===== src/rtl/percept_pkg.sv =====
// Shared opcodes, reply codes and FSM encoding for the perceptron command controller.
package percept_pkg;

  localparam logic [7:0] OP_WRW  = 8'h01;
  localparam logic [7:0] OP_WRX  = 8'h02;
  localparam logic [7:0] OP_RUN  = 8'h03;
  localparam logic [7:0] OP_PING = 8'h04;

  localparam logic [7:0] RPL_ACK  = 8'h06;
  localparam logic [7:0] RPL_PING = 8'hA5;
  localparam logic [7:0] RPL_NAK  = 8'hEE;

  typedef enum logic [2:0] {
    IDLE,
    ARG1,
    ARG2,
    ARG3,
    EXEC,
    WAIT_DONE,
    SEND,
    WAIT_TX
  } state_t;

  // Number of argument bytes following a legal multi-byte opcode.
  function automatic logic [1:0] arg_count(input logic [7:0] op);
    case (op)
      OP_WRW:  arg_count = 2'd3;
      OP_WRX:  arg_count = 2'd2;
      OP_RUN:  arg_count = 2'd1;
      default: arg_count = 2'd0;
    endcase
  endfunction

endpackage


===== src/rtl/percept_timeout.sv =====
// Inter-byte idle counter: expires after TIMEOUT consecutive enabled, uncleared cycles.
module percept_timeout #(
  parameter int TIMEOUT = 100000
) (
  input  logic clk,
  input  logic rst,
  input  logic clear,
  input  logic enable,
  output logic expired
);

  localparam int CW = (TIMEOUT > 1) ? $clog2(TIMEOUT + 1) : 1;

  logic [CW-1:0] count;

  assign expired = enable && !clear && (count == CW'(TIMEOUT - 1));

  always_ff @(posedge clk or posedge rst) begin
    if (rst) begin
      count <= '0;
    end else if (clear || !enable) begin
      count <= '0;
    end else if (!expired) begin
      count <= count + CW'(1);
    end
  end

endmodule


===== src/rtl/percept_cmd_ctrl.sv =====
// UART byte-command decoder driving a perceptron bank and returning one reply byte per command.
module percept_cmd_ctrl
  import percept_pkg::*;
#(
  parameter int N_PERCEPT = 4,
  parameter int N_INPUTS  = 4,
  parameter int TIMEOUT   = 100000,
  localparam int SEL_W    = (N_PERCEPT > 1) ? $clog2(N_PERCEPT) : 1,
  localparam int ADDR_W   = (N_INPUTS > 1) ? $clog2(N_INPUTS) : 1
) (
  input  logic              clk,
  input  logic              rst,
  input  logic              rx_valid,
  input  logic [7:0]        rx_data,
  input  logic              tx_busy,
  output logic              tx_start,
  output logic [7:0]        tx_data,
  output logic [SEL_W-1:0]  bank_sel,
  output logic [ADDR_W-1:0] bank_addr,
  output logic [7:0]        bank_wdata,
  output logic              bank_we_w,
  output logic              bank_we_x,
  output logic              bank_start,
  input  logic              bank_done,
  input  logic [7:0]        bank_result,
  output logic              err
);

  state_t     state, state_n;
  logic [7:0] opcode, opcode_n;
  logic [7:0] arg1, arg1_n, arg2, arg2_n, arg3, arg3_n;
  logic [7:0] reply_n;
  logic       seen_busy, seen_busy_n;
  logic       err_n;
  logic       range_err;
  logic       exec_ok;
  logic       in_arg;
  logic       expired;

  assign in_arg = (state == ARG1) || (state == ARG2) || (state == ARG3);

  percept_timeout #(.TIMEOUT(TIMEOUT)) u_timeout (
    .clk     (clk),
    .rst     (rst),
    .clear   (rx_valid),
    .enable  (in_arg),
    .expired (expired)
  );

  // Argument layout: WRW p,i,v / WRX i,v / RUN p
  always_comb begin
    range_err = 1'b0;
    case (opcode)
      OP_WRW:  range_err = (32'(arg1) >= N_PERCEPT) || (32'(arg2) >= N_INPUTS);
      OP_WRX:  range_err = (32'(arg1) >= N_INPUTS);
      OP_RUN:  range_err = (32'(arg1) >= N_PERCEPT);
      default: range_err = 1'b0;
    endcase
  end

  always_comb begin
    bank_sel   = '0;
    bank_addr  = '0;
    bank_wdata = '0;
    case (opcode)
      OP_WRW: begin
        bank_sel   = arg1[SEL_W-1:0];
        bank_addr  = arg2[ADDR_W-1:0];
        bank_wdata = arg3;
      end
      OP_WRX: begin
        bank_addr  = arg1[ADDR_W-1:0];
        bank_wdata = arg2;
      end
      OP_RUN:  bank_sel = arg1[SEL_W-1:0];
      default: ;
    endcase
  end

  assign exec_ok    = (state == EXEC) && !range_err;
  assign bank_we_w  = exec_ok && (opcode == OP_WRW);
  assign bank_we_x  = exec_ok && (opcode == OP_WRX);
  assign bank_start = exec_ok && (opcode == OP_RUN);
  assign tx_start   = (state == SEND) && !tx_busy;

  always_ff @(posedge clk or posedge rst) begin
    if (rst) begin
      state     <= IDLE;
      opcode    <= '0;
      arg1      <= '0;
      arg2      <= '0;
      arg3      <= '0;
      tx_data   <= '0;
      seen_busy <= 1'b0;
      err       <= 1'b0;
    end else begin
      state     <= state_n;
      opcode    <= opcode_n;
      arg1      <= arg1_n;
      arg2      <= arg2_n;
      arg3      <= arg3_n;
      tx_data   <= reply_n;
      seen_busy <= seen_busy_n;
      err       <= err_n;
    end
  end

  // tx_data only changes on entry to SEND, so it stays stable through WAIT_TX.
  always_comb begin
    state_n     = state;
    opcode_n    = opcode;
    arg1_n      = arg1;
    arg2_n      = arg2;
    arg3_n      = arg3;
    reply_n     = tx_data;
    seen_busy_n = seen_busy;
    err_n       = 1'b0;

    case (state)
      IDLE: begin
        if (rx_valid) begin
          opcode_n = rx_data;
          case (rx_data)
            OP_PING: begin
              reply_n = RPL_PING;
              state_n = SEND;
            end
            OP_WRW, OP_WRX, OP_RUN: state_n = ARG1;
            default: begin
              reply_n = RPL_NAK;
              err_n   = 1'b1;
              state_n = SEND;
            end
          endcase
        end
      end
      ARG1: begin
        if (rx_valid) begin
          arg1_n  = rx_data;
          state_n = (arg_count(opcode) == 2'd1) ? EXEC : ARG2;
        end else if (expired) begin
          err_n   = 1'b1;
          state_n = IDLE;
        end
      end
      ARG2: begin
        if (rx_valid) begin
          arg2_n  = rx_data;
          state_n = (arg_count(opcode) == 2'd2) ? EXEC : ARG3;
        end else if (expired) begin
          err_n   = 1'b1;
          state_n = IDLE;
        end
      end
      ARG3: begin
        if (rx_valid) begin
          arg3_n  = rx_data;
          state_n = EXEC;
        end else if (expired) begin
          err_n   = 1'b1;
          state_n = IDLE;
        end
      end
      EXEC: begin
        if (range_err) begin
          reply_n = RPL_NAK;
          err_n   = 1'b1;
          state_n = SEND;
        end else if (opcode == OP_RUN) begin
          state_n = WAIT_DONE;
        end else begin
          reply_n = RPL_ACK;
          state_n = SEND;
        end
      end
      WAIT_DONE: begin
        if (bank_done) begin
          reply_n = bank_result;
          state_n = SEND;
        end
      end
      SEND: begin
        seen_busy_n = 1'b0;
        if (!tx_busy) state_n = WAIT_TX;
      end
      WAIT_TX: begin
        if (tx_busy) begin
          seen_busy_n = 1'b1;
        end else if (seen_busy) begin
          state_n = IDLE;
        end
      end
      default: state_n = IDLE;
    endcase

    // Bytes arriving while a command is being executed or answered are dropped.
    if (rx_valid && !(state == IDLE || in_arg)) err_n = 1'b1;
  end

endmodule

===== config.mk =====
export PLATFORM = sky130hd
export DESIGN_NAME = percept_cmd_ctrl
export DESIGN_NICKNAME = d
export VERILOG_FILES = /design/src/rtl/percept_pkg.sv /design/src/rtl/percept_timeout.sv /design/src/rtl/percept_cmd_ctrl.sv
export SDC_FILE = /design/constraint.sdc
export NUM_CORES = 1
export LEC_CHECK = 0
export ABC_AREA = 1
export CAP_MARGIN = 15
export CORE_MARGIN = 1
export CORE_UTILIZATION = 30
export CTS_BUF_LIST = sky130_fd_sc_hd__clkbuf_4 sky130_fd_sc_hd__clkbuf_8
export CTS_CLUSTER_SIZE = 30
export DETAILED_ROUTE_END_ITERATION = 16
export RECOVER_POWER = 25
export SLEW_MARGIN = 10
export SYNTH_ARGS = -nofsm -noshare
export SYNTH_HDL_FRONTEND = slang
export SYNTH_HIERARCHICAL = 1
export SYNTH_SLANG_ARGS = --single-unit

===== constraint.sdc =====
create_clock -name clk -period 1.7 [get_ports clk]
set_input_delay 0.34 -clock clk [delete_from_list [all_inputs] [get_ports clk]]
set_output_delay 0.34 -clock clk [all_outputs]
set_load 0.05 [all_outputs]

* After elaboration in Yosys (flattened, before gate mapping)
Index checks and enable logic that the tools add are counted.
** Storage, ports and cells
- Bits in registers :: 62
- Output and inout bits :: 25
** Operators by class
- $add $sub $neg :: 1
- $lt $le $gt $ge :: 2
- Equality and inequality tests :: 26
- Muxes and demuxes :: 40
- Reduce and logical (&&, ||, !) cells :: 33
** Operators by type and width (count)
- 2-to-1 mux 3 bit :: 12
- 2-to-1 mux 17 bit :: 2
- == test 8 x 2 -> 1 bit (second input constant) :: 4
- 2-to-1 mux 8 bit :: 4
- one-hot mux 8 bit (2 select lines) :: 2
- one-hot mux 3 bit (8 select lines) :: 1
- one-hot mux 8 bit (3 select lines) :: 1
- adder 17 x 1 -> 17 bit (second input constant) :: 1
- == test 17 bit (second input constant) :: 1
- == test 8 x 1 -> 1 bit (second input constant) :: 2
- >= comparator 8 x 3 -> 1 bit (second input constant) :: 2
- != test 2 bit (second input constant) :: 7
- == test 3 bit (second input constant) :: 4
- 2-to-1 mux 2 bit :: 6
- AND reduction 2 bit :: 5
- AND reduction 5 bit :: 2
- == test 8 x 3 -> 1 bit (second input constant) :: 1
- logical AND 1 bit :: 8
- 2-to-1 mux 1 bit :: 7
- == test 3 x 2 -> 1 bit (second input constant) :: 2
- one-hot mux 2 bit (3 select lines) :: 1
- OR reduction 3 bit :: 2
- logical NOT 1 bit :: 5
- logical OR 1 bit :: 5
- 13 further kinds :: 15

* Depth between registers and ports, before layout
Gate-level depths: netlist of run 1.
- Word-level depth :: 9
- Depth in mapped cells :: 14
- Mapped depth without buffers :: 13

* By module
The synthesis of run 1 kept the hierarchy.
** By module, submodules not included
- percept_cmd_ctrl :: times used 1, cells each 337, area an instance 2464.9 um^2, seq. area each 1126.1 um^2
- percept_timeout :: times used 1, cells each 164, area an instance 1098.6 um^2, seq. area each 425.4 um^2

* Worst setup path after synthesis of run 1
Ideal clock, no wire load.
- Path kind :: reg-to-output
- Start point :: register opcode[0]
- End point :: output port bank_wdata[0]
- Arrival :: 1990 ps
- Data required time :: 1360 ps
- Path slack :: -630 ps
- Stages on the path, launching flop included :: 7
- Cells stage by stage :: dfrtp_1 > inv_2 > nand2_1 > nor2_1 > nand2_1 > buf_2 > o21ai_0
** Between the ends
- Word-level cells in the longest chain between the ends :: 2
- Elaborated cells between the ends (all ways) :: 3
- Classes of those cells :: eq/ne: 2; mux: 1
** Ends and longest elaborated chain
- start, declared :: RTL line percept_cmd_ctrl.sv:30 : logic [7:0] opcode, opcode_n;
- start signal, assigned :: RTL line percept_cmd_ctrl.sv:98 : opcode <= opcode_n;
- == test 8 x 2 -> 1 bit / == test 8 x 1 -> 1 bit (equally long branches) :: RTL line percept_cmd_ctrl.sv:65 : case (opcode)
- one-hot mux 8 bit (2 select lines) * :: RTL line percept_cmd_ctrl.sv:65
- end, declared :: RTL line percept_cmd_ctrl.sv:20 : output logic [7:0] bank_wdata,
Mark *: on every way between the ends. The rest lies on a longest branch, timed or not.

* Worst setup path in the final report of run 1
- Start point :: register arg2[4]
- End point :: output port bank_we_w
** Between the ends
- Word-level cells in the longest chain between the ends :: 6
** Ends and longest elaborated chain
- start, declared :: RTL line percept_cmd_ctrl.sv:31 : logic [7:0] arg1, arg1_n, arg2, arg2_n, arg3, arg3_n;
- start signal, assigned :: RTL line percept_cmd_ctrl.sv:100 : arg2 <= arg2_n;
- >= comparator 8 x 3 -> 1 bit :: RTL line percept_cmd_ctrl.sv:54 : OP_WRW: range_err = (32'(arg1) >= N_PERCEPT) || (32'(arg2) >= N_INPUTS);
- logical OR 1 bit :: RTL line percept_cmd_ctrl.sv:54
- one-hot mux 1 bit (2 select lines) :: RTL line percept_cmd_ctrl.sv:53 : case (opcode)
- logical NOT 1 bit :: RTL line percept_cmd_ctrl.sv:80 : assign exec_ok = (state == EXEC) && !range_err;
- logical AND 1 bit :: RTL line percept_cmd_ctrl.sv:80
- logical AND 1 bit :: RTL line percept_cmd_ctrl.sv:81 : assign bank_we_w = exec_ok && (opcode == OP_WRW);
- end, declared :: RTL line percept_cmd_ctrl.sv:21 : output logic bank_we_w,
No other way between the ends.

==> results of run 1 <==
## worst max-delay path by stage
stage	start	endpoint	slack, ns
floorplan	opcode[0]	bank_wdata[0]	-0.29
global placement	rx_data[5]	tx_data[0]	-0.24
detailed placement	rx_valid	state[2]	-0.31
CTS	opcode[4]	bank_wdata[7]	-0.38
global route	arg2[4]	bank_we_w	-0.49
finish	arg2[4]	bank_we_w	-0.38
## layout by cell type, fill, tap and decap left out, types with 3 or more instances in the layout
master,Yosys,final
inv_2,7,9
nand3_1,35,32
buf_4,2,87
a21oi_1,6,5
buf_12,0,20
nand2_2,8,19
clkinvlp_4,0,3
clkdlybuf4s50_1,0,19
inv_1,63,57
nand3b_1,3,3
nor2_1,65,53
o21ai_0,37,31
o21ai_1,9,9
nor2_4,2,6
nor3_1,5,4
clkbuf_8,0,9
nor2_2,11,19
clkinv_4,1,3
o21ai_4,0,4
a32o_2,0,3
nand4_1,8,8
buf_6,1,4
nand3_2,1,4
nand2_1,147,132
dfrtp_1,62,62
nand2_4,2,6
## logic make-up after synthesis
| family | Yosys count |
|---|---|
| buffers and inverters | 82 |
| adder cells (fa/ha/maj) | 1 |
| flip-flops | 62 |
| AO/OA/AOI/OAI | 61 |
| AND/OR/NAND/NOR | 293 |
| XOR/XNOR | 2 |
## timing repair
item,4_1_cts,5_1_grt
buffers inserted,13,9
endpoints found under the setup margin,25,43
hold endpoints to repair,0,0
pin swaps,10,7
gates resized for setup,34,35
## registers in the layout (all words and copies together), names as in the netlist
register	cells
opcode	8
err	1
state	3
tx_data	8
u_timeout/count	17
arg3	8
arg2	8
seen_busy	1
arg1	8
## cell type report
class | instances | area share, %
Clock inverter | 4 | 0.483
Timing Repair Buffer | 135 | 24.6
Sequential cell | 62 | 28.5
Tap cell | 143 | 3.29
Multi-Input combinational cell | 357 | 35.2
Inverter | 73 | 5.45
Clock buffer | 10 | 2.42
## power by group
part / switching, mW / internal (mW) / total (mW)
combinational: 2.33 / 1.71 / 4.04
sequential: 0.323 / 2.00 / 2.33
clock: 0.570 / 0.525 / 1.10
total: 3.22 / 4.24 / 7.46
## worst min-delay path, cell delays in order (launching register included)
cell     delay, ns
dfrtp_1       0.35
nand2_1       0.05
nand2_1       0.05
## routing by layer
layer	routed length (µm)	up-vias	GRT usage (%)
li1	-	1862	-
met1	4430	1703	20.5
met5	0	-	0
met4	163	0	5.30
met2	4990	68	30.4
met3	363	14	4.37
## metrics by stage
stage	utilization (%)	worst slack (ns)	TNS [ns]	area, µm²	power, mW
6_report	47.2	-0.378	-4.63	5440	7.46
5_1_grt	47.2	-0.490	-6.61	5440	8.05
4_1_cts	46.1	-0.382	-4.91	5300	7.25
3_5_place_dp	42.6	-0.311	-4.06	4910	5.69
3_3_place_gp	42.6	-0.240	-3.33	4910	5.61
2_1_floorplan	-	-0.285	-1.25	3620	4.44
==> flow_metrics.env, run 1 <==
export IMPL_post_drt_wl_per_cell_um=12.7
export IMPL_clkSinkCount=62
export IMPL_grt_first_pass_wirelength_um=17000
export IMPL_synth_adder_area_share_pct=0.351
export IMPL_antenna_left=0
export IMPL_p_leak_nw=2.61
export IMPL_rsz0062_at_grt="true"
export IMPL_place_inst=751
export IMPL_clk_pin_slew_ns=0.07
export IMPL_critPathLaunchType="register"
export IMPL_setup_viol=16
export IMPL_r2r_slack_ns=0.04
export IMPL_slowest_stage="dfrtp_1"
export IMPL_syn_inst=501
export IMPL_drt_iter0_drc=215
export IMPL_final_cells=784
export IMPL_worstPathArrival_ns=1.74
export IMPL_synth_area_leaders="dfrtp_1, nand2_1, nor2_1"
export IMPL_cp_cell_sequence="nor2_2 > nand2_1 > nor2_1 > nand2_1 > nand2_4 > nand3_2 > buf_4 > nor2_4 > buf_12"
export IMPL_ff2ff_path_depth=13
export IMPL_cts_tree="done"
export IMPL_diodes=0
export IMPL_syn_avg_cell_area_um2=7.11
export IMPL_failed_checks="DRC, setup timing"
export IMPL_io_pins=46
export IMPL_core_um2=11500
export IMPL_first_global_vias=3724
export IMPL_synth_top_cells_by_count="nand2_1, nor2_1, inv_1"
export IMPL_initial_core_util_pct=30.9
export IMPL_cp_max_fo=2
export IMPL_whs_ns=0.482
export IMPL_cap_violations=0
export IMPL_cts_inserted_buffers=9
export IMPL_num_nets_final=660
export IMPL_multi_input_area_um2=1910
export IMPL_layout_drive_gt1_share_pct=34.0
export IMPL_synth_edf_count=0
export IMPL_status="finished with violations"
export IMPL_synthFlopType="dfrtp_1"
export IMPL_period_share_pct=122
export IMPL_synth_fp_nets=523
export IMPL_synth_most_common_cell="nand2_1"
export IMPL_synth_xor_area_share_pct=0.492
export IMPL_synth_compound_area_share_pct=9.34
export IMPL_async_flop_share_pct=100
export IMPL_fillers=1088
export IMPL_overflow=0
export IMPL_end_kind="output port"
export IMPL_path_depth=9
export IMPL_synth_top_area_cell="dfrtp_1"
export IMPL_max_freq_mhz=481
export IMPL_grt_max_degree=46
export IMPL_grtUsageTotal_pct=17.2
export IMPL_die_area_um2=12300
export IMPL_clock_path_buffers=2
export IMPL_slew_violations=0
export IMPL_worst_pin_slew_ns=0.967
export IMPL_critical_path_max_stage_delay_ns=0.40
export IMPL_synth_top_family_by_area="simple AND/OR/NAND/NOR gates"
export IMPL_area_growth_pct=52.6
export IMPL_place_gp_congestion=0.886
export IMPL_crit_path_frequent_cell="nand2_1"
export IMPL_seq_area_frac_synth_pct=43.5
export IMPL_synthMuxAreaShare_pct=0
export IMPL_drtPass1Iterations=10
export IMPL_skew_ns=0.0133
export IMPL_die_x_um=111
export IMPL_antenna_found_initial=0
export IMPL_port_buffer_count=45
export IMPL_relSlewSlack_pct=35.5
export IMPL_vias=3647
export IMPL_period_minus_slack_ns=2.08
export IMPL_synth_simple_gate_area_share_pct=36.9
export IMPL_yosysWarnings=6
export IMPL_ir_worst_vdd_mv=0.814
export IMPL_ys_ff_latch=62
export IMPL_hold_start="tx_data[3]"
export IMPL_regToRegStartpoint="state[2]"
export IMPL_fin_ws_ns=-0.378
export IMPL_rows=39
export IMPL_cts_hold_buffers_added=0
export IMPL_crit_buf_inv=2
export IMPL_power_density_nw_per_um2=1370
export IMPL_h_tree_depth=3
export IMPL_synth_cell_area_um2=3560
export IMPL_synth_cell_types=37
export IMPL_critPathRequiredTime_ns=1.36
export IMPL_hp_class="reg2reg"
export IMPL_critPathKind="reg2out"
export IMPL_drcViolationCount=2
export IMPL_min_to="tx_data[3]"
export IMPL_viasPerCell=4.65
export IMPL_dp_hpwl_um=7290
export IMPL_finalHoldViolations=0
export IMPL_cts_root_buf="clkbuf_8"
export IMPL_whs_path_depth=2
export IMPL_cp_top_family="simple AND/OR/NAND/NOR gates"
export IMPL_clkLatencyLatePin_ns=0.35
export IMPL_yosys_area_top_type_share_pct=43.5
export IMPL_r2r_end="state[1]"
export IMPL_die_y_um=111
export IMPL_wl_um=9950
export IMPL_seq_area_um2=1550
(Power assumes the default switching activity.)
==> inputs of run 2 (changes only) <==
Settings changed: CAP_MARGIN 15 to 10.
Clock period 1.7 ns to 1.9 ns, I/O delays scaled along.
==> run 2 against run 1 <==
  * Count of clock-buffer cells in the layout unchanged
  * Sequential power down 11%
  * Non-clock buffer count down 50
  * First-iteration DRC count down 31%
  * The flow finishes with violations (setup timing)
  * Critical path depth down 2
  * Critical path type unchanged
==> flow_metrics.env, run 2 (synthesis results as in run 1) <==
export IMPL_whs_ns=0.472
export IMPL_slowest_stage="dfrtp_1"
export IMPL_drtPass1Iterations=4
export IMPL_total_power_mw=6.25
export IMPL_hold_start="tx_data[3]"
export IMPL_rows=39
export IMPL_critPathLaunchType="register"
export IMPL_clock_path_buffers=2
export IMPL_fin_ws_ns=-0.197
export IMPL_largest_reg_flops=17
export IMPL_cts_inserted_buffers=9
export IMPL_crit_buf_inv=3
export IMPL_viasPerCell=4.69
export IMPL_finalHoldViolations=0
export IMPL_layout_commonest_cell="nand2_1"
export IMPL_io_pins=46
export IMPL_overflow=0
export IMPL_wl_um=8950
export IMPL_core_um2=11500
export IMPL_vias=3451
export IMPL_whs_path_depth=2
export IMPL_area_growth_pct=40.1
export IMPL_end_kind="output port"
export IMPL_regMostFlops="u_timeout/count"
export IMPL_cp_max_fo=6
export IMPL_period_minus_slack_ns=2.10
export IMPL_clkSinkCount=62
export IMPL_drcViolationCount=0
export IMPL_clkLatencyLatePin_ns=0.36
export IMPL_pre_cts_ws_ns=-0.0941
export IMPL_skew_ns=0.0112
export IMPL_place_gp_congestion=0.866
export IMPL_grtUsageTotal_pct=15.6
export IMPL_ff2ff_path_depth=10
export IMPL_critical_path_max_stage_delay_ns=0.38
export IMPL_h_tree_depth=3
export IMPL_die_area_um2=12300
export IMPL_num_nets_final=610
export IMPL_layout_drive_gt1_share_pct=26.5
export IMPL_die_y_um=111
export IMPL_cap_violations=0
export IMPL_period_share_pct=110
export IMPL_worst_pin_slew_ns=1.14
export IMPL_status="finished with violations"
export IMPL_p_leak_nw=2.39
export IMPL_r2r_end="state[2]"
export IMPL_diodes=0
export IMPL_failed_checks="setup timing"
export IMPL_antenna_left=0
export IMPL_power_density_nw_per_um2=1250
export IMPL_dp_hpwl_um=6620
export IMPL_die_x_um=111
export IMPL_drt_iter0_drc=149
export IMPL_antenna_found_initial=0
export IMPL_initial_core_util_pct=30.9
export IMPL_min_to="tx_data[3]"
export IMPL_post_drt_wl_per_cell_um=12.2
export IMPL_grt_max_degree=46
export IMPL_critPathKind="reg2out"
export IMPL_setup_viol=15
export IMPL_hp_class="reg2reg"
export IMPL_worstPathArrival_ns=1.72
export IMPL_r2r_slack_ns=0.21
export IMPL_final_cell_mix="nand2_1, dfrtp_1, inv_1, nor2_1, buf_4"
export IMPL_cp_cell_sequence="inv_2 > nand2_2 > nor2_4 > nand2_4 > buf_8 > o22ai_4 > buf_12"
export IMPL_first_global_vias=3414
export IMPL_final_cells=736
export IMPL_max_freq_mhz=477
export IMPL_cp_top_family="simple AND/OR/NAND/NOR gates"
export IMPL_critPathRequiredTime_ns=1.52
export IMPL_slew_violations=0
export IMPL_cts_root_buf="clkbuf_8"
export IMPL_tns_ns=-2.07
export IMPL_place_inst=713
export IMPL_grt_first_pass_wirelength_um=15400
export IMPL_clk_pin_slew_ns=0.07
export IMPL_ir_worst_vdd_mv=0.844
export IMPL_cts_hold_buffers_added=0
export IMPL_cts_tree="done"
export IMPL_rsz0062_at_grt="true"
export IMPL_port_buffer_count=45
export IMPL_regToRegStartpoint="u_timeout/count[1]"
export IMPL_relSlewSlack_pct=23.7
-- run 2: worst max-delay path by stage --
| stage | start | end | cells past startpoint | slack [ns] |
|---|---|---|---|---|
| floorplan | opcode[0] | bank_addr[1] | 6 | -0.16 |
| global placement | rx_data[0] | tx_data[4] | 10 | -0.05 |
| detailed placement | rx_valid | state[2] | 11 | -0.09 |
| CTS | opcode[7] | bank_addr[1] | 7 | -0.17 |
| global route | opcode[6] | bank_addr[1] | 7 | -0.25 |
| finish | opcode[7] | bank_addr[1] | 7 | -0.20 |
-- run 2: layout make-up --
type                    count  area, µm²
clock buffers              10        138
clock inverters             6       61.3
fillers                  1167       6520
inverters                  73        289
multi-input cells         357       1890
flip-flops and latches     62       1550
well taps                 143        179
repair buffers             85        890
-- run 2: what timing repair did --
| action | CTS | global route |
|---|---|---|
| endpoints found under the setup margin | 18 | 16 |
| setup buffers | 6 | 1 |
| gates resized for setup | 51 | 18 |
| hold endpoints to repair | 0 | 0 |
| pin swaps | 10 | 5 |
-- run 2: routing by layer --
layer | wire length [µm] | track usage, % | part of all wire (%)
met1 | 4160 | 19.3 | 46
met2 | 4330 | 25.5 | 48
met4 | 125 | 9.41 | 1.4
met5 | 0 | 0 | 0
met3 | 341 | 2.79 | 3.8
-- run 2: tightest hold or removal path, stage by stage, from the launching register on --
cell	delay (ns)
dfrtp_1	0.35
nand2_1	0.05
nand2_1	0.04
-- run 2: power breakdown --
group / leakage (nW) / internal [mW] / switching, mW
Sequential: 0.792 / 1.79 / 0.287
Combinational: 1.49 / 1.06 / 1.90
Clock: 0.102 / 0.637 / 0.582
-- run 2: stage by stage --
| stage | instance area [µm²] | util (%) |
|---|---|---|
| after floorplan | 3570 | - |
| after global placement | 4530 | 39.3 |
| after detailed placement | 4530 | 39.3 |
| after CTS | 4940 | 42.9 |
| after global routing | 4990 | 43.4 |
| final | 4990 | 43.4 |
==> inputs of run 3 (changes only) <==
Settings changed: CAP_MARGIN 10 to unset, CORE_ASPECT_RATIO set to 0.75, GPL_TIMING_DRIVEN set to 0.
==> run 3 against run 2 <==
  * The flow still finishes with violations (setup timing)
  * Non-clock buffer count shrank 8
  * Die area is essentially flat
  * Setup slack worse by 0.024 ns
  * Critical path depth unchanged
  * Core utilization fell by 1.6 points
  * Critical path type unchanged
  * Via count is 1.6% higher
  * Sequential share of layout area is 1.0 points higher
  * Global-route usage up 1.3 points
  * Sequential power fell by 2%
  * Critical endpoint is now bank_addr[0]
==> flow_metrics.env, run 3 (synthesis results as in run 1) <==
export IMPL_status="finished with violations"
export IMPL_failed_checks="setup timing"
export IMPL_vias=3505
export IMPL_slowest_stage="dfrtp_1"
export IMPL_cp_cell_sequence="inv_2 > nand2_2 > nor2_4 > nand2_4 > buf_4 > o22ai_2 > buf_6"
export IMPL_fillers=1223
export IMPL_critPathLaunchType="register"
export IMPL_switching_share_pct=46.1
export IMPL_cap_violations=0
export IMPL_drcViolationCount=0
export IMPL_relSlewSlack_pct=37.5
export IMPL_p_leak_nw=2.32
export IMPL_min_to="tx_data[5]"
export IMPL_use_met2_pct=27.2
export IMPL_layout_commonest_cell="nand2_1"
export IMPL_critical_path_max_stage_delay_ns=0.38
export IMPL_clock_path_buffers=2
export IMPL_period_share_pct=112
export IMPL_ir_worst_vdd_mv=0.511
export IMPL_critPathKind="reg2out"
export IMPL_viasPerCell=4.69
export IMPL_p_int_mw=3.33
export IMPL_rows=34
export IMPL_die_area_um2=12300
export IMPL_dp_hpwl_um=7040
export IMPL_p_sw_mw=2.85
export IMPL_gr_usage_met1_pct=22.6
export IMPL_period_minus_slack_ns=2.12
export IMPL_crit_buf_inv=3
export IMPL_io_pins=46
export IMPL_first_global_vias=3211
export IMPL_core_um2=11600
export IMPL_r2r_end="state[2]"
export IMPL_setup_viol=15
export IMPL_max_freq_mhz=471
export IMPL_cp_top_family="simple AND/OR/NAND/NOR gates"
export IMPL_worstPathArrival_ns=1.74
export IMPL_cts_hold_buffers_added=0
export IMPL_hold_start="tx_data[5]"
export IMPL_clk_pin_slew_ns=0.08
export IMPL_whs_path_depth=2
export IMPL_post_drt_wl_per_cell_um=13.2
export IMPL_slew_violations=0
export IMPL_die_x_um=128
export IMPL_worst_pin_slew_ns=0.937
export IMPL_wl_um=9850
export IMPL_rsz0062_at_grt="true"
export IMPL_area_growth_pct=35.7
export IMPL_skew_ns=0.0102
export IMPL_layout_drive_gt1_share_pct=25.1
export IMPL_dpl_cell_area_um2=4250
export IMPL_final_util_pct=41.8
export IMPL_drtPass1Iterations=4
export IMPL_grtUsageTotal_pct=16.9
export IMPL_p_clk_share_pct=17.5
export IMPL_ff2ff_path_depth=13
export IMPL_overflow=0
export IMPL_power_density_nw_per_um2=1280
export IMPL_final_cell_mix="nand2_1, dfrtp_1, inv_1"
export IMPL_regToRegStartpoint="state[0]"
export IMPL_port_buffer_count=45
export IMPL_initial_core_util_pct=30.8
export IMPL_diodes=0
export IMPL_grt_first_pass_wirelength_um=16000
export IMPL_num_nets_final=602
export IMPL_place_gp_congestion=0.844
export IMPL_critPathRequiredTime_ns=1.52
export IMPL_stdcell_area_um2=4840
export IMPL_regMostFlops="u_timeout/count"
export IMPL_cts_root_buf="clkbuf_8"
export IMPL_finalHoldViolations=0
export IMPL_grtUsageMet3_pct=4.02
export IMPL_pwr_share_comb_pct=49.4
export IMPL_place_inst=709
export IMPL_final_cells=747
export IMPL_end_kind="output port"
export IMPL_r2r_slack_ns=0.17
export IMPL_die_y_um=96.4
export IMPL_top_usage_layer="met2"
export IMPL_cp_max_fo=5
export IMPL_antenna_left=0
export IMPL_pre_cts_ws_ns=-0.755
export IMPL_p_seq_share_pct=33.1
export IMPL_clkLatencyLatePin_ns=0.36
export IMPL_fin_ws_ns=-0.221
export IMPL_largest_reg_flops=17
export IMPL_antenna_found_initial=0
export IMPL_grt_max_degree=25
export IMPL_drt_iter0_drc=296
export IMPL_cts_inserted_buffers=9
export IMPL_clkSinkCount=62
export IMPL_h_tree_depth=3
export IMPL_cts_tree="done"
export IMPL_hp_class="reg2reg"
-- run 3: changes by cell type in the layout (fill, tap and decap cells not counted), sizes merged --
cell / change
buf: -14
bufinv: -1
clkdlybuf4s50: -2
clkinv: -2
clkinvlp: +2
dlygate4sd2: +5
dlymetal6s2s: +2
inv: +2
-- run 3: repair_timing --
| action | CTS | global route |
|---|---|---|
| gates resized for setup | 166 | 31 |
| endpoints found under the setup margin | 32 | 30 |
| pin swaps | 9 | 16 |
| setup buffers | 15 | 10 |
| hold endpoints to repair | 0 | 0 |
-- run 3: per-layer routing --
metal  up-vias  wire (µm)
met3        10        343
li1       1740          -
met1      1695       4880
met5         -          0
met4         0        128
met2        60       4500
-- run 3: power by group through the flow --
| stage | Sequential (mW) | Combinational (mW) | Clock (mW) |
|---|---|---|---|
| finish | 2.04 | 3.06 | 1.08 |
| global route | 2.10 | 3.40 | 1.17 |
| CTS | 2.04 | 2.86 | 1.12 |
| detailed placement | 2.05 | 2.63 | 0 |
| global placement | 2.05 | 2.57 | 0 |
| floorplan | 2.31 | 1.63 | 0 |
-- run 3: final cells by class --
class / count / area (µm²) / area share, %
Buffer: 7 / 53.8 / 1.11
Clock buffer: 9 / 124 / 2.56
Clock inverter: 7 / 60.1 / 1.24
Inverter: 73 / 297 / 6.13
Multi-Input combinational cell: 357 / 1870 / 38.7
Sequential cell: 62 / 1550 / 32.1
Tap cell: 162 / 203 / 4.19
Timing Repair Buffer: 70 / 676 / 14.0
-- run 3: how the worst max path moves through the flow --
stage	from	endpoint	slack, ns	depth (start not counted)
2_1_floorplan	opcode[0]	bank_addr[1]	-0.16	6
3_3_place_gp	opcode[5]	bank_start	-0.73	9
3_5_place_dp	opcode[5]	bank_start	-0.76	9
4_1_cts	opcode[7]	bank_start	-0.23	10
5_1_grt	opcode[4]	bank_addr[0]	-0.30	7
6_report	opcode[4]	bank_addr[0]	-0.22	7
-- run 3: stage by stage --
step	power, mW	setup TNS [ns]	hold slack, ns
2_1_floorplan	3.94	-0.865	0.306
3_3_place_gp	4.62	-36.59	0.470
3_5_place_dp	4.68	-13.54	0.468
4_1_cts	6.02	-2.34	0.427
5_1_grt	6.66	-3.95	0.497
6_report	6.18	-2.71	0.475
-- run 3: worst min-delay path: cells and delay by family, from the launching register on --
kind / cells / cell delay [ns]
flops: 1 / 0.35
simple gates: 2 / 0.09
